**config.mk**
```make
export PLATFORM = sky130hd
export DESIGN_NAME = serial_frame_receiver_flat
export DESIGN_NICKNAME = d
export VERILOG_FILES = /design/src/rtl/serial_frame_receiver_if.sv /design/src/rtl/serial_frame_receiver.sv /design/src/flat_wrapper.sv
export SDC_FILE = /design/constraint.sdc
export NUM_CORES = 1
export LEC_CHECK = 0
export ABC_AREA = 1
export CELL_PAD_IN_SITES_DETAIL_PLACEMENT = 2
export CELL_PAD_IN_SITES_GLOBAL_PLACEMENT = 2
export CORE_MARGIN = 2
export CORE_UTILIZATION = 32
export DETAILED_ROUTE_END_ITERATION = 8
export PLACE_DENSITY = 0.75
export SETUP_SLACK_MARGIN = 0.1
export SYNTH_ARGS = -nofsm -noshare
export SYNTH_HDL_FRONTEND = slang
export SYNTH_SLANG_ARGS = --single-unit
```
**constraint.sdc**
```tcl
create_clock -name clk -period 2.4 [get_ports clk]
set_input_delay 0.48 -clock clk [delete_from_list [all_inputs] [get_ports clk]]
set_output_delay 0.48 -clock clk [all_outputs]
set_load 0.02 [all_outputs]
```
**src/rtl/serial_frame_receiver_if.sv**
```systemverilog
// Bundle between the serial link, the receiver and the RB2 register bank.
// Groups the one-wire-plus-enable stream and the RB2 write port.
interface serial_frame_receiver_if #(
    parameter int ADDR_W = 3,
    parameter int DATA_W = 18
);
    // sen is active low and frames a burst of sd bits (MSB first, sampled on
    // rising clk); RB2_RW is an active-low write strobe, low for exactly one
    // cycle per accepted frame, with RB2_A/RB2_D stable while it is low.
    logic              sen;
    logic              sd;
    logic              RB2_RW;
    logic [ADDR_W-1:0] RB2_A;
    logic [DATA_W-1:0] RB2_D;
    logic [DATA_W-1:0] RB2_Q;
    logic              S2_done;
    logic [2:0]        fsm_state;

    modport slave (
        input  sen, sd, RB2_Q,
        output RB2_RW, RB2_A, RB2_D, S2_done, fsm_state
    );

    modport master (
        output sen, sd, RB2_Q,
        input  RB2_RW, RB2_A, RB2_D, S2_done, fsm_state
    );
endinterface

```
**src/rtl/serial_frame_receiver.sv**
```systemverilog
// Captures address+data frames from the sen/sd stream and writes them into
// RB2; raises S2_done once every RB2 location has been written at least once.
module serial_frame_receiver #(
    parameter int ADDR_W = 3,
    parameter int DATA_W = 18
) (
    input logic                    clk,
    input logic                    rst,
    serial_frame_receiver_if.slave bus
);
    localparam int FRAME_W = ADDR_W + DATA_W;
    localparam int DEPTH   = 1 << ADDR_W;
    localparam int CNT_W   = $clog2(FRAME_W);

    typedef enum logic [2:0] {
        IDLE  = 3'd0,
        SHIFT = 3'd1,
        WRITE = 3'd2,
        FLUSH = 3'd3,
        DONE  = 3'd4
    } state_t;

    state_t              state_q, state_d;
    logic [FRAME_W-1:0]  shift_q, shift_d;
    logic [CNT_W-1:0]    cnt_q, cnt_d;
    logic [DEPTH-1:0]    written_q, written_d;
    logic                rw_q, rw_d;
    logic [ADDR_W-1:0]   addr_q, addr_d;
    logic [DATA_W-1:0]   data_q, data_d;
    logic                done_q, done_d;

    logic [FRAME_W-1:0]  frame_w;
    logic [DEPTH-1:0]    written_set;
    logic                unused_rb2_q;

    assign frame_w      = {shift_q[FRAME_W-2:0], bus.sd};
    assign written_set  = written_q | (DEPTH'(1) << addr_q);
    assign unused_rb2_q = ^bus.RB2_Q;

    always_ff @(posedge clk or posedge rst) begin
        if (rst) begin
            state_q   <= IDLE;
            shift_q   <= '0;
            cnt_q     <= '0;
            written_q <= '0;
            rw_q      <= 1'b1;
            addr_q    <= '0;
            data_q    <= '0;
            done_q    <= 1'b0;
        end else begin
            state_q   <= state_d;
            shift_q   <= shift_d;
            cnt_q     <= cnt_d;
            written_q <= written_d;
            rw_q      <= rw_d;
            addr_q    <= addr_d;
            data_q    <= data_d;
            done_q    <= done_d;
        end
    end

    always_comb begin
        state_d   = state_q;
        shift_d   = shift_q;
        cnt_d     = cnt_q;
        written_d = written_q;
        rw_d      = rw_q;
        addr_d    = addr_q;
        data_d    = data_q;
        done_d    = done_q;
        case (state_q)
            IDLE: begin
                if (!bus.sen) begin
                    shift_d = frame_w;
                    cnt_d   = CNT_W'(1);
                    state_d = SHIFT;
                end
            end
            SHIFT: begin
                if (bus.sen) begin
                    // Partial frame: drop it without touching RB2.
                    cnt_d   = '0;
                    state_d = IDLE;
                end else if (cnt_q == CNT_W'(FRAME_W - 1)) begin
                    addr_d  = frame_w[FRAME_W-1:DATA_W];
                    data_d  = frame_w[DATA_W-1:0];
                    rw_d    = 1'b0;
                    cnt_d   = '0;
                    state_d = WRITE;
                end else begin
                    shift_d = frame_w;
                    cnt_d   = cnt_q + CNT_W'(1);
                end
            end
            WRITE: begin
                rw_d      = 1'b1;
                written_d = written_set;
                if (&written_set) begin
                    state_d = DONE;
                end else if (!bus.sen) begin
                    state_d = FLUSH;
                end else begin
                    state_d = IDLE;
                end
            end
            FLUSH: begin
                if (bus.sen) begin
                    state_d = IDLE;
                end
            end
            DONE: begin
                // Raised one edge after entering DONE so the last write has landed.
                done_d = 1'b1;
            end
            default: begin
                state_d = IDLE;
            end
        endcase
    end

    assign bus.RB2_RW    = rw_q;
    assign bus.RB2_A     = addr_q;
    assign bus.RB2_D     = data_q;
    assign bus.S2_done   = done_q;
    assign bus.fsm_state = state_q;
endmodule

```
**src/flat_wrapper.sv**
```systemverilog
// flat-port wrapper written by rule: the top's interface ports become plain ports
module serial_frame_receiver_flat 
#(
    parameter int ADDR_W = 3,
    parameter int DATA_W = 18
)
  (clk, rst, bus_sen, bus_sd, bus_RB2_Q, bus_RB2_RW, bus_RB2_A, bus_RB2_D, bus_S2_done, bus_fsm_state);
  serial_frame_receiver_if #(.ADDR_W(ADDR_W), .DATA_W(DATA_W)) bus_i ();
  input logic clk;
  input logic rst;
  input wire logic [$bits(bus_i.sen)-1:0] bus_sen;
  input wire logic [$bits(bus_i.sd)-1:0] bus_sd;
  input wire logic [$bits(bus_i.RB2_Q)-1:0] bus_RB2_Q;
  output wire logic [$bits(bus_i.RB2_RW)-1:0] bus_RB2_RW;
  output wire logic [$bits(bus_i.RB2_A)-1:0] bus_RB2_A;
  output wire logic [$bits(bus_i.RB2_D)-1:0] bus_RB2_D;
  output wire logic [$bits(bus_i.S2_done)-1:0] bus_S2_done;
  output wire logic [$bits(bus_i.fsm_state)-1:0] bus_fsm_state;
  assign bus_i.sen = bus_sen;
  assign bus_i.sd = bus_sd;
  assign bus_i.RB2_Q = bus_RB2_Q;
  assign bus_RB2_RW = bus_i.RB2_RW;
  assign bus_RB2_A = bus_i.RB2_A;
  assign bus_RB2_D = bus_i.RB2_D;
  assign bus_S2_done = bus_i.S2_done;
  assign bus_fsm_state = bus_i.fsm_state;
  serial_frame_receiver #(.ADDR_W(ADDR_W), .DATA_W(DATA_W)) u_core (.clk(clk), .rst(rst), .bus(bus_i));
endmodule
```
==> results.md, run 1 <==
* NumNets Final at 334
* Logic pwr share at 0.325
* Register area share after synthesis at 0.548
* Largest net degree at the start of global routing at 43
* DR vias/cell at 4.56
* Final TNS setup at 0 ns
* Kind of critical path: reg -> out
* FF+latch count, synth at 59
* Clock slew at reported path FFs at 0.06 ns
* Worst-case clock skew at 0.00567 ns
* Most common cell after layout, fill and taps aside: dfrtp_1
* Hold WC Path Type: reg -> reg
* Slew Limit Headroom at 0.706
* Tightest Pin Transition at 0.440 ns
* Synth warn at 0
* Post_cts resized at 0
* Fillcell total at 915
* Final worst path period need at 1.99 ns
* Synth Cell Area at 2700 um2
* Worst r2r src: u_core.cnt_q[0]$_DFFE_PP0P_
* Pwr Total at 0.00297 W
* CTS Hold Buffers Added at 0
* Achievable Freq at 503 MHz
* Reg2reg setup slack at 0.77 ns
* FF-to-FF path depth at 8
* Most frequent cells in the layout: 58 x dfrtp_1, 53 x nand2_1, 41 x inv_1
* Internal at 0.00183 W
* Sw Ratio at 0.384
* Cell family with most CP delay: buffers and inverters
* Number of max-cap violations at 0
* Routability cong. at 0.743
* H-tree level count at 3
* Detailed placement HPWL at 4.17 mm
* CTS tree: done
* Hold path start: u_core.written_q[3]$_DFFE_PP0P_
* NetSw at 0.00114 W
* Clock root cell: clkbuf_8
* Latest clock arrival within the worst-skew pair at 0.33 ns
* Syn nets at 301
* CP max FO at 8
* Antenna violations before repair at 0
* Critical Path AT at 1.51 ns
* Via count at 1,897
* Gr usage total at 0.153
* I/O pin total at 48
* DRC at 0
* Leak pwr at 1.49 nW
* Hold endpoint: u_core.written_q[3]$_DFFE_PP0P_
* Final max-slew violation count at 0
* Drt first-iter violations at 66
* DRT Pass-1 Iters at 4
* Diode count at 0
* Vias in the first global route at 2,166
* Die area at 9180 um2
* Fin crit share at 0.829
* Rows at 33
* Global-route wire length before repair at 10.4 mm
* Die height at 95.8 um
* Clock Sinks at 59
* Wire per inst at 14.0 um
* VDD IR-drop max at 334 uV
* CP max stage delay at 0.68 ns
* Status: finished clean
* Area grow syn2layout at 18.4%
* Final Hold Viols at 0
* Power Dens Cells at 930 nW/um2
* Clock Power Share at 0.237
* Reg power frac at 0.438
* CP Buf/Inv Count at 1
* Cells after Synth at 277
* Final WL at 5.82 mm
* Setup crit end kind: primary output
* Die X at 95.8 um
* Share of layout cells above drive strength 1 at 0.225
* CP required at 1.92 ns
* Input/output buffers at 29
* Num CTS Buffers at 9
* Starting Density at 0.330
* CP Launch Type: flip-flop
* Worst path cell trace: clkdlybuf4s50_1
* Total gr overflow at 0
* # setup viols final at 0
* Core area at 8180 um2
* Post-synthesis average cell area at 9.74 um2
* Count of cell types in the netlist at 28
* Clk buf depth at 2
* Unrepaired setup endpoints after global routing: false
* Worst path slowest cell: clkdlybuf4s50_1
* Worst hold path cell count at 2
* Post-CTS Setup Bufs at 0
* Final ANT Viol Nets at 0
* Reg2reg end: u_core.bus.RB2_D[1]$_DFFE_PP0P_
Yosys cell counts:
cell      count  area [um2]
nand2_8       1        20.0
buf_2         1        5.00
o21ai_1      21         105
o21ai_0      10        50.1
nor2_8        1        20.0
nor2_2        1        6.26
inv_2         6        22.5
buf_12        2        40.0
nor3_1        3        15.0
buf_6         4        45.0
dfrtp_1      58        1450
clkbuf_1      1        3.75
buf_4         1        7.51
mux2_4        1        15.0
a21oi_1       5        25.0
nand2_4       4        45.0
nor3_2        2        20.0
nand3_4       1        17.5
inv_1        42         158
ha_1          2        25.0
nor2_1        8        30.0
dfstp_2       1        26.3
o21ai_2      20         175
and3_1        1        6.26
nand3_1       8        40.0
nand4_2       1        12.5
nand2_2      18         113
nand2_1      53         199
power by group through the flow:
stage | sequential, W | clock (W) | combinational, W
global route | 0.00132 | 0.000793 | 0.00109
global placement | 0.00131 | 0 | 0.000942
floorplan | 0.00131 | 0 | 0.000871
CTS | 0.00130 | 0.000742 | 0.000997
detailed placement | 0.00132 | 0 | 0.000985
finish | 0.00130 | 0.000704 | 0.000967
layout make-up:
class,instances,area [um2],area share
repair buffers,31,330,0.103
well taps,105,131,0.0411
multi-input cells,161,940,0.294
clock inverters,1,5.00,0.00157
inverters,48,180,0.0564
flip-flops and latches,59,1480,0.462
clock buffers,11,131,0.0411
worst max path at each step:
stage                                               start                         endpoint  slack (ns)  depth (start not counted)
after floorplan                                       rst  u_core.bus.RB2_A[0]$_DFFE_PP0P_        0.47                          1
after global placement                            bus_sen    u_core.shift_q[0]$_DFFE_PP0P_        0.38                          6
after detailed placement                          bus_sen    u_core.shift_q[0]$_DFFE_PP0P_        0.31                          6
after CTS                 u_core.bus.RB2_A[1]$_DFFE_PP0P_                     bus_RB2_A[1]        0.37                          1
after global routing      u_core.bus.RB2_A[0]$_DFFE_PP0P_                     bus_RB2_A[0]        0.34                          1
final                     u_core.bus.RB2_A[1]$_DFFE_PP0P_                     bus_RB2_A[1]        0.41                          1
stage by stage:
stage                     utilization  worst slack, ns  hold slack [ns]  cell area (um2)  cells
after global placement          0.374            0.384            0.440             3060    404
after global routing            0.391            0.337            0.492             3200    416
final                           0.391            0.411            0.457             3200    416
after floorplan                     -            0.465            0.427             2700    277
after detailed placement        0.374            0.311            0.449             3060    404
after CTS                       0.391            0.370            0.467             3200    416
logic make-up after synthesis:
group,share of synthesized area
AO/OA/AOI/OAI,0.132
adder cells (fa/ha/maj),0.00927
buffers and inverters,0.104
flip-flops,0.548
multiplexers,0.00556
AND/OR/NAND/NOR,0.202
sequential cells by signal (all words and copies together) (netlist names):
signal,cells
u_core.shift_q,20
u_core.bus.RB2_D,18
u_core.written_q,8
u_core.cnt_q,5
u_core.bus.RB2_A,3
u_core.bus.fsm_state,3
u_core.bus.RB2_RW,1
u_core.bus.S2_done,1
per-layer routing:
| metal | wire length, um | global-route usage | share of wire | vias to the layer above |
|---|---|---|---|---|
| li1 | - | - | - | 922 |
| met1 | 2610 | 0.188 | 0.45 | 947 |
| met2 | 2990 | 0.249 | 0.51 | 23 |
| met3 | 139 | 0.0392 | 0.024 | 5 |
| met4 | 77 | 0.0750 | 0.013 | 0 |
| met5 | 0 | 0 | 0 | - |
Note: power is estimated with default switching activity, not from simulation.
==> run 2, diff against run 1 <==
==> constraint.sdc (replaced) <==
create_clock -name clk -period 2.1 [get_ports clk]
set_input_delay 0.42 -clock clk [delete_from_list [all_inputs] [get_ports clk]]
set_output_delay 0.42 -clock clk [all_outputs]
set_load 0.02 [all_outputs]
==> results.md, run 2 (synthesis gave the netlist of run 1 again) <==
* FF-to-FF path depth at 8
* Slew Limit Headroom at 0.728
* Tightest Pin Transition at 0.407 ns
* Worst-case clock skew at 0.00614 ns
* NumNets Final at 339
* CP max FO at 8
* Post-CTS Setup Bufs at 0
* Core area at 8180 um2
* Most common cell after layout, fill and taps aside: dfrtp_1
* Worst path cell trace: clkdlybuf4s50_1
* Final WL at 5.92 mm
* Drt first-iter violations at 40
* Leak pwr at 1.56 nW
* Clk buf depth at 2
* I/O pin total at 48
* Diode count at 0
* Gr usage total at 0.152
* Die area at 9180 um2
* Total gr overflow at 0
* Kind of critical path: reg -> out
* Final max-slew violation count at 0
* Reg with most FFs: u_core.shift_q
* Post_cts resized at 0
* Starting Density at 0.330
* Final ANT Viol Nets at 0
* Register Area at 1480 um2
* CP Launch Type: flip-flop
* Detailed placement HPWL at 4.17 mm
* CP required at 1.68 ns
* Setup crit end kind: primary output
* CTS Hold Buffers Added at 0
* Worst r2r src: u_core.cnt_q[0]$_DFFE_PP0P_
* Status: finished clean
* Critical Path AT at 1.51 ns
* Antenna violations before repair at 0
* Number of max-cap violations at 0
* Unrepaired setup endpoints after global routing: false
* CP max stage delay at 0.66 ns
* Die X at 95.8 um
* Reg2reg setup slack at 0.43 ns
* Power Dens Cells at 1150 nW/um2
* Hold WC Path Type: in -> async
* Fin worst setup slack at 0.171 ns
* DRC at 0
* Latest clock arrival within the worst-skew pair at 0.34 ns
* Final Hold Viols at 0
* Most frequent cells in the layout: 58 x dfrtp_1, 53 x nand2_1, 41 x inv_1
* Fin crit share at 0.919
* Crit path to: bus_RB2_A[1]
* H-tree level count at 3
* Clock root cell: clkbuf_8
* Vias in the first global route at 2,169
* Worst path slowest cell: clkdlybuf4s50_1
* First element of the critical path: u_core.bus.RB2_A[1]$_DFFE_PP0P_
* DRT Pass-1 Iters at 4
* Place WS at 0.202 ns
* Cell depth of the worst setup path at 1
* CP Buf/Inv Count at 1
* Reg2reg end: u_core.bus.RB2_D[1]$_DFFE_PP0P_
* Num CTS Buffers at 9
* DR vias/cell at 4.66
* Input/output buffers at 29
* Share of layout cells above drive strength 1 at 0.248
* Area grow syn2layout at 23.6%
* Final TNS setup at 0 ns
* Routability cong. at 0.730
* Area of the multi-input gates at 940 um2
* Global-route wire length before repair at 10.6 mm
* CTS tree: done
* Wire per inst at 14.0 um
* Max reg flops at 20
* VDD IR-drop max at 459 uV
* Largest net degree at the start of global routing at 47
* Final worst path period need at 1.93 ns
* Die height at 95.8 um
* Rows at 33
* Clock Sinks at 59
* # setup viols final at 0
* Fillcell total at 908
* Clock slew at reported path FFs at 0.07 ns
* Via count at 1,974
* Achievable Freq at 518 MHz
* Cell family with most CP delay: buffers and inverters
run 2: metal layers:
| layer | track usage | part of all wire |
|---|---|---|
| met5 | 0 | 0 |
| met4 | 0.0643 | 0.016 |
| met3 | 0.0384 | 0.032 |
| met2 | 0.251 | 0.50 |
| met1 | 0.190 | 0.45 |
run 2: power by group:
| group | total [W] | switching [W] | internal (W) | leakage [nW] |
|---|---|---|---|---|
| clock | 0.00112 | 0.000451 | 0.000673 | 0.109 |
| combinational | 0.00121 | 0.000767 | 0.000448 | 0.654 |
| sequential | 0.00149 | 0.000152 | 0.00134 | 0.796 |
| total | 0.00383 | 0.00137 | 0.00246 | 1.56 |
run 2: layout make-up:
cell class,count,share of cell area
inverters,48,0.0540
well taps,105,0.0394
multi-input cells,161,0.282
repair buffers,36,0.118
clock inverters,1,0.00901
clock buffers,14,0.0548
flip-flops and latches,59,0.443
run 2: worst min path at each step:
stage                                    startpoint                              end  slack [ns]  depth (start not counted)
floorplan           u_core.written_q[0]$_DFFE_PP0P_  u_core.written_q[0]$_DFFE_PP0P_        0.43                          2
global placement    u_core.written_q[0]$_DFFE_PP0P_  u_core.written_q[0]$_DFFE_PP0P_        0.44                          2
detailed placement  u_core.written_q[0]$_DFFE_PP0P_  u_core.written_q[0]$_DFFE_PP0P_        0.45                          2
CTS                                             rst  u_core.written_q[0]$_DFFE_PP0P_        0.36                          2
global route                                    rst  u_core.written_q[0]$_DFFE_PP0P_        0.38                          2
finish                                          rst  u_core.written_q[0]$_DFFE_PP0P_        0.36                          2
run 2: per-stage QoR:
| step | hold WS [ns] | std cells | utilization | instance area [um2] | total power [W] |
|---|---|---|---|---|---|
| final | 0.362 | 424 | 0.408 | 3330 | 0.00383 |
| after global routing | 0.377 | 424 | 0.408 | 3330 | 0.00410 |
| after CTS | 0.364 | 424 | 0.408 | 3330 | 0.00390 |
| after detailed placement | 0.449 | 409 | 0.382 | 3120 | 0.00274 |
| after global placement | 0.440 | 409 | 0.382 | 3120 | 0.00268 |
| after floorplan | 0.427 | 277 | - | 2700 | 0.00249 |
